[src/rtl/pc_sequencer.sv]
// pc_sequencer: program counter, next-PC selection, ecall halt/display
// handling and saturating run-statistics counters for the single-cycle RV32 core.
module pc_sequencer #(
  parameter logic [31:0] RESET_PC  = 32'h0000_0000,
  parameter int unsigned CNT_W     = 32,
  parameter logic [31:0] HALT_CODE = 32'd10
) (
  input  logic             clk,
  input  logic             rst,
  input  logic             go,
  input  logic             Beq,
  input  logic             Bne,
  input  logic             BGE,
  input  logic             JAL,
  input  logic             Jalr,
  input  logic             ecall,
  input  logic [31:0]      alu_result,
  input  logic [31:0]      rs1_data,
  input  logic [31:0]      imm,
  input  logic [31:0]      a7_data,
  input  logic [31:0]      a0_data,
  output logic [31:0]      pc,
  output logic [31:0]      pc_plus4,
  output logic             halted,
  output logic             disp_we,
  output logic [31:0]      disp_data,
  output logic [CNT_W-1:0] total_cnt,
  output logic [CNT_W-1:0] uncond_cnt,
  output logic [CNT_W-1:0] taken_cnt
);

  localparam logic [0:0] ST_RUN  = 1'b0;
  localparam logic [0:0] ST_HALT = 1'b1;

  logic [0:0]       r_state;
  logic [31:0]      r_pc;
  logic             r_halted;
  logic             r_disp_we;
  logic [31:0]      r_disp_data;
  logic [CNT_W-1:0] r_total;
  logic [CNT_W-1:0] r_uncond;
  logic [CNT_W-1:0] r_taken;

  logic [0:0]       w_next_state;
  logic [31:0]      w_next_pc;
  logic             w_disp_we;
  logic [31:0]      w_disp_data;
  logic             w_retire;
  logic             w_inc_unc;
  logic             w_inc_tak;
  logic             w_taken_br;
  logic             w_alu_zero;
  logic [31:0]      w_pc_plus4;
  logic [31:0]      w_jalr_pc;
  logic [31:0]      w_rel_pc;
  logic [31:0]      w_seq_pc;

  // Counter increment that sticks at all-ones instead of wrapping
  function automatic logic [CNT_W-1:0] sat_inc(input logic [CNT_W-1:0] v, input logic en);
    logic [CNT_W-1:0] all_ones;
    all_ones = '1;
    if (en && (v != all_ones)) return v + CNT_W'(1);
    return v;
  endfunction

  // Branch resolution and candidate target addresses
  always_comb begin
    w_alu_zero = (alu_result == 32'd0);
    w_taken_br = (Beq & w_alu_zero) | (Bne & ~w_alu_zero) | (BGE & w_alu_zero);
    w_pc_plus4 = r_pc + 32'd4;
    w_jalr_pc  = (rs1_data + imm) & 32'hFFFF_FFFE;
    w_rel_pc   = r_pc + imm;
    if (Jalr)                  w_seq_pc = w_jalr_pc;
    else if (JAL || w_taken_br) w_seq_pc = w_rel_pc;
    else                       w_seq_pc = w_pc_plus4;
  end

  // Next-state, next-PC and side-effect decode
  always_comb begin
    w_next_state = r_state;
    w_next_pc    = r_pc;
    w_disp_we    = 1'b0;
    w_disp_data  = r_disp_data;
    w_retire     = 1'b0;
    w_inc_unc    = 1'b0;
    w_inc_tak    = 1'b0;
    case (r_state)
      ST_RUN: begin
        w_retire = 1'b1;
        if (ecall) begin
          // ecall overrides any other strobe; a halting ecall keeps pc on itself
          if (a7_data == HALT_CODE) begin
            w_next_state = ST_HALT;
          end else begin
            w_disp_we   = 1'b1;
            w_disp_data = a0_data;
            w_next_pc   = w_pc_plus4;
          end
        end else begin
          w_next_pc = w_seq_pc;
          w_inc_unc = JAL | Jalr;
          w_inc_tak = w_taken_br;
        end
      end
      ST_HALT: begin
        if (go) begin
          w_next_state = ST_RUN;
          w_next_pc    = w_pc_plus4;
        end
      end
      default: w_next_state = ST_RUN;
    endcase
  end

  // State, PC, display and counter registers
  always_ff @(posedge clk) begin
    if (rst) begin
      r_state     <= ST_RUN;
      r_pc        <= RESET_PC;
      r_halted    <= 1'b0;
      r_disp_we   <= 1'b0;
      r_disp_data <= 32'd0;
      r_total     <= '0;
      r_uncond    <= '0;
      r_taken     <= '0;
    end else begin
      r_state     <= w_next_state;
      r_pc        <= w_next_pc;
      r_halted    <= (w_next_state == ST_HALT);
      r_disp_we   <= w_disp_we;
      r_disp_data <= w_disp_data;
      r_total     <= sat_inc(r_total, w_retire);
      r_uncond    <= sat_inc(r_uncond, w_inc_unc);
      r_taken     <= sat_inc(r_taken, w_inc_tak);
    end
  end

  assign pc         = r_pc;
  assign pc_plus4   = w_pc_plus4;
  assign halted     = r_halted;
  assign disp_we    = r_disp_we;
  assign disp_data  = r_disp_data;
  assign total_cnt  = r_total;
  assign uncond_cnt = r_uncond;
  assign taken_cnt  = r_taken;

endmodule

[config.mk]
export PLATFORM = sky130hd
export DESIGN_NAME = pc_sequencer
export DESIGN_NICKNAME = d
export VERILOG_FILES = /design/src/rtl/pc_sequencer.sv
export SDC_FILE = /design/constraint.sdc
export NUM_CORES = 1
export LEC_CHECK = 0
export ABC_AREA = 1
export BUFFER_PORTS_ARGS = -buffer_cell sky130_fd_sc_hd__buf_2
export CORE_MARGIN = 1.5
export CORE_UTILIZATION = 32
export CTS_CLUSTER_SIZE = 16
export DETAILED_ROUTE_END_ITERATION = 8
export PLACE_DENSITY_LB_ADDON = 0.25
export SLEW_MARGIN = 15
export SYNTH_ARGS = -nofsm -noshare
export SYNTH_HDL_FRONTEND = slang
export SYNTH_SLANG_ARGS = --single-unit
[constraint.sdc]
create_clock -name clk -period 3.65 [get_ports clk]
set_input_delay 0.1825 -clock clk [delete_from_list [all_inputs] [get_ports clk]]
set_output_delay 0.1825 -clock clk [all_outputs]
set_load 0.02 [all_outputs]
Word level (Yosys, flattened, before mapping)
Cells that the tools add are included.
{"block": "totals", "reg_bits": 162, "output_inout_bits": 194, "wordCells": 62}
{"block": "classes", "n_addsub": 6, "eq_ne": 6, "muxes": 25, "n_bitwise": 10, "n_reduce_logical": 8}
{"cell": "two-way mux 32 bit", "count": 8}
{"cell": "adder 32 x 1 -> 32 bit (second input constant)", "count": 3}
{"cell": "inequality test 32 bit (second input constant)", "count": 3}
{"cell": "adder 32 bit", "count": 2}
{"cell": "case mux 32 bit (2 select lines)", "count": 1}
{"cell": "adder 32 x 3 -> 32 bit (second input constant)", "count": 1}
{"cell": "== test 32 x 4 -> 1 bit (second input constant)", "count": 1}
{"cell": "zero test 32 bit", "count": 1}
{"cell": "two-way mux 1 bit", "count": 15}
{"cell": "NOT 1 bit", "count": 4}
{"cell": "bitwise AND 1 bit", "count": 3}
{"cell": "logical AND 1 bit", "count": 3}
{"cell": "inequality test 3 bit (second input constant)", "count": 1}
{"cell": "bitwise OR 1 bit", "count": 3}
{"cell": "AND reduction 3 bit", "count": 1}
{"cell": "OR reduction 3 bit", "count": 1}
{"cell": "inequality test 2 bit (second input constant)", "count": 1}
{"cell": "case mux 1 bit (2 select lines)", "count": 1}
{"cell": "AND reduction 2 bit", "count": 1}
{"cell": "logical OR 1 bit", "count": 1}

Depth between registers and ports, before layout
{"block": "logic_depth", "depth_word": 10, "depth_mapped": 18}

Least setup slack after synthesis
Ideal clock, no wire load.
{"block": "synth_timing", "path_type": "reg-to-reg", "startpoint": "reg r_pc[0] (netlist: pc[0])", "endpoint": "reg r_pc[28] (netlist: pc[28])", "arrival_ns": 2.048, "setup_slack_ns": 1.490, "stages_incl_launch_ff": 18, "synth_period_minus_slack_ns": 2.160, "cell_sequence": "dfxtp_1 > ha_1 > inv_1 > fa_1 > inv_1 > nand3_1 > nand3_1 > nand2_1 > nand2_1 > nand2_1 > nand2_1 > nand2_1 > nand3_1 > nand3_1 > nand2_1 > nand3_1 > nand2_1 > nand2_1"}
{"block": "synth_between", "elab_chain_cells": 5, "elab_cells_between_ends": 8, "classes_between": "add/sub: 2; mux: 6"}
{"element": "start, declared", "line": "36", "rtl": "logic [31:0] r_pc;"}
{"element": "start signal, assigned", "line": "128", "rtl": "r_pc <= w_next_pc;"}
{"element": "adder 32 x 3 -> 32 bit or adder 32 bit (tied branches)", "line": "70, 72"}
{"element": "two-way mux 32 bit", "line": "74", "rtl": "else if (JAL || w_taken_br) w_seq_pc = w_rel_pc;"}
{"element": "two-way mux 32 bit", "line": "73", "rtl": "if (Jalr) w_seq_pc = w_jalr_pc;"}
{"element": "two-way mux 32 bit", "line": "90", "rtl": "if (ecall) begin"}
{"element": "case mux 32 bit (2 select lines) (*)", "line": "87", "rtl": "case (r_state)"}
Every way passes the cells marked *; elsewhere a longest branch is shown, timed or not. The select of a mux whose other input is x is not followed.
A chain may end at the register's enable or synchronous reset.

Worst setup path after layout
{"block": "layout_timing", "startpoint": "reg r_pc[2] (netlist: pc[2])", "endpoint": "out pc_plus4[14]"}
{"block": "layout_between", "elab_chain_cells": 1}
{"element": "adder 32 x 3 -> 32 bit", "line": "70", "rtl": "w_pc_plus4 = r_pc + 32'd4;"}
{"element": "end, declared", "line": "23", "rtl": "output logic [31:0] pc_plus4,"}
Every way passes these cells.

==> metrics.cfg <==
[floorplan]
die_area_um2=45000
core_um2=43100
dieHeight_um=212
die_x_um=212
start_util=0.325
ios=363
rows=76

[yosys]
yosys.area.top_type_share=0.232
ys_async_sr_fraction=0
synth-edff-count=0
syn_nets=2643
syn_area_um2=14000
ys_types=49
yosysWarnings=0
synth_area_leader_cell=dfxtp_1
synth_cells=2407
seq_area_frac_synth=0.232
yosys_register_bits=162
ys.flop_type=dfxtp_1
synth_area_leaders=dfxtp_1 23%, nand2_1 21%, nor2_1 9.3%
avgSynthCellArea_um2=5.81

[min_path]
whs_endpoint=pc[0]
hp-class=in2reg
whs_path_depth=4
min_from=ecall

[setup_path]
path_max_fanout=7
r2r-end=pc[14]
path_class=reg2out
reg2regPathDepth=9
crit_arrival_ns=2.87
cp.required_ns=3.47
regToRegStartpoint=pc[2]
regToRegSetupSlack_ns=1.08
endpoint_kind=output port
startpoint_type=flip-flop

[routing]
viasPerCell=4.96
drc=0
dr_total_vias=16700
first_pass_iters=6
routed_wl_um=55500
initialDrtViolationCount=1067
ant_nets=0
routedWlPerCell_um=16.5

[clocking]
clock-sinks=162
ctsHtreeMaxLevel=4
cts_tree=yes
clockRootBuffer=clkbuf_16
clk_path_buf_depth=2
path_clk_slew_ns=0.06
cts-buffers-inserted=17
cts_resized=0
clock_latency_ns=0.45

[global_route]
grt_pass1_vias=15400
met2_usage=0.407
grt_pass1_wl_um=85400
antenna_found_initial=0
globalRouteMet3Util=0.0393
top_usage_layer=met2
grt_use_total=0.243
grt_max_degree=68
use_met1=0.320
grt_overflow=0

[cells_and_area]
final_common_cell=nand2_1
ff_latch_area_um2=3240
n_antenna_cell=0
layout_common_cells=765 x nand2_1, 362 x buf_2, 343 x nor2_1
fill_cells=4733
fin_nets=3010
multi_input_area_um2=9450
final_cell_area_um2=17300
drive_above_1_share=0.159
area_delta_synth_final_pct=23.5

[timing]
tightest_slew_ns=1.08
drv_slew=0
finalSetupTns_ns=0
fin_crit_sh=0.837
finClkSkew_ns=0.0125
slew_headroom=0.279
rsz0062_at_grt=false
maxClockFrequency_mhz=327
setup_viol=0
hold_viol_final=0
min_period_ns=3.05

[place]
place_area_um2=16300
io_buffers=362
gp_congestion=0.957
post-dp-hpwl_um=44200

[pwr]
vdd_drop_max_v=0.000296
p_leak_nw=8.34
power_density_nw_per_um2=322

[outcome]
status=finished, final reports clean

[flow_run]
drv_cap=0

## Yosys cell counts (all sizes together), types with 8 or more instances
cell type  count
o21ai        108
nand3b         8
nor2         349
nor3          85
dfxtp        162
inv          273
a21oi        163
nand4         44
ha            65
buf           30
xnor2         25
xor2          76
clkbuf        28
nor4          24
o21bai        14
nand3        145
nand2        772
nor3b          9
## kinds of logic after synthesis
kind of cell	share of synthesized area
XOR/XNOR	0.0638
AO/OA/AOI/OAI	0.113
AND/OR/NAND/NOR	0.436
multiplexers	0.000715
buffers and inverters	0.0935
adder cells (fa/ha/maj)	0.0610
flip-flops	0.232
## through the flow
step	std cells	setup slack (ns)	utilization	hold slack (ns)	power [W]
6_report	3370	0.595	0.401	0.153	0.00556
5_1_grt	3370	0.499	0.401	0.151	0.00587
4_1_cts	3370	0.702	0.401	0.140	0.00560
3_5_place_dp	3308	0.955	0.379	0.412	0.00361
3_3_place_gp	3308	1.03	0.379	0.406	0.00359
2_1_floorplan	2407	1.49	-	0.317	0.00302
## worst max-delay path, stage by stage (launching register included)
cell     delay [ns]
dfxtp_1        0.51
ha_1           0.25
nand2_1        0.11
nor3b_4        0.34
nand2_2        0.18
nor2_1         0.32
xor2_1         0.45
inv_1          0.08
buf_2          0.17
## power breakdown
group / internal, W / total [W] / switching (W)
registers: 0.00184 / 0.00196 / 0.000120
clock network: 0.00117 / 0.00195 / 0.000775
logic: 0.000561 / 0.00166 / 0.00110
total: 0.00357 / 0.00556 / 0.00199
## metal layers
| metal | up-vias | part of all wire |
|---|---|---|
| li1 | 8479 | - |
| met3 | 72 | 0.064 |
| met1 | 7617 | 0.45 |
| met2 | 531 | 0.46 |
| met5 | - | 0 |
| met4 | 0 | 0.025 |
## sequential cells by signal (all words and copies together), names as in the netlist
signal,cells
disp_data,32
disp_we,1
halted,1
pc,32
taken_cnt,32
total_cnt,32
uncond_cnt,32
## what timing repair did
action,CTS,global route
endpoints found under the hold margin,32,0
buffers inserted,0,0
hold buffers,32,0
## final cells by class
class	instances	area share
flip-flops and latches	162	0.188
clock inverters	10	0.00905
repair buffers	406	0.129
clock buffers	20	0.0264
well taps	585	0.0424
multi-input cells	1914	0.547
inverters	273	0.0593
## worst max path at each step
stage / endpoint / startpoint
2_1_floorplan: pc[28] / pc[0]
3_3_place_gp: pc[19] / a7_data[0]
3_5_place_dp: pc[14] / a7_data[25]
4_1_cts: pc_plus4[14] / pc[2]
5_1_grt: pc_plus4[14] / pc[2]
6_report: pc_plus4[14] / pc[2]
Power figures use the tool's default switching activity.
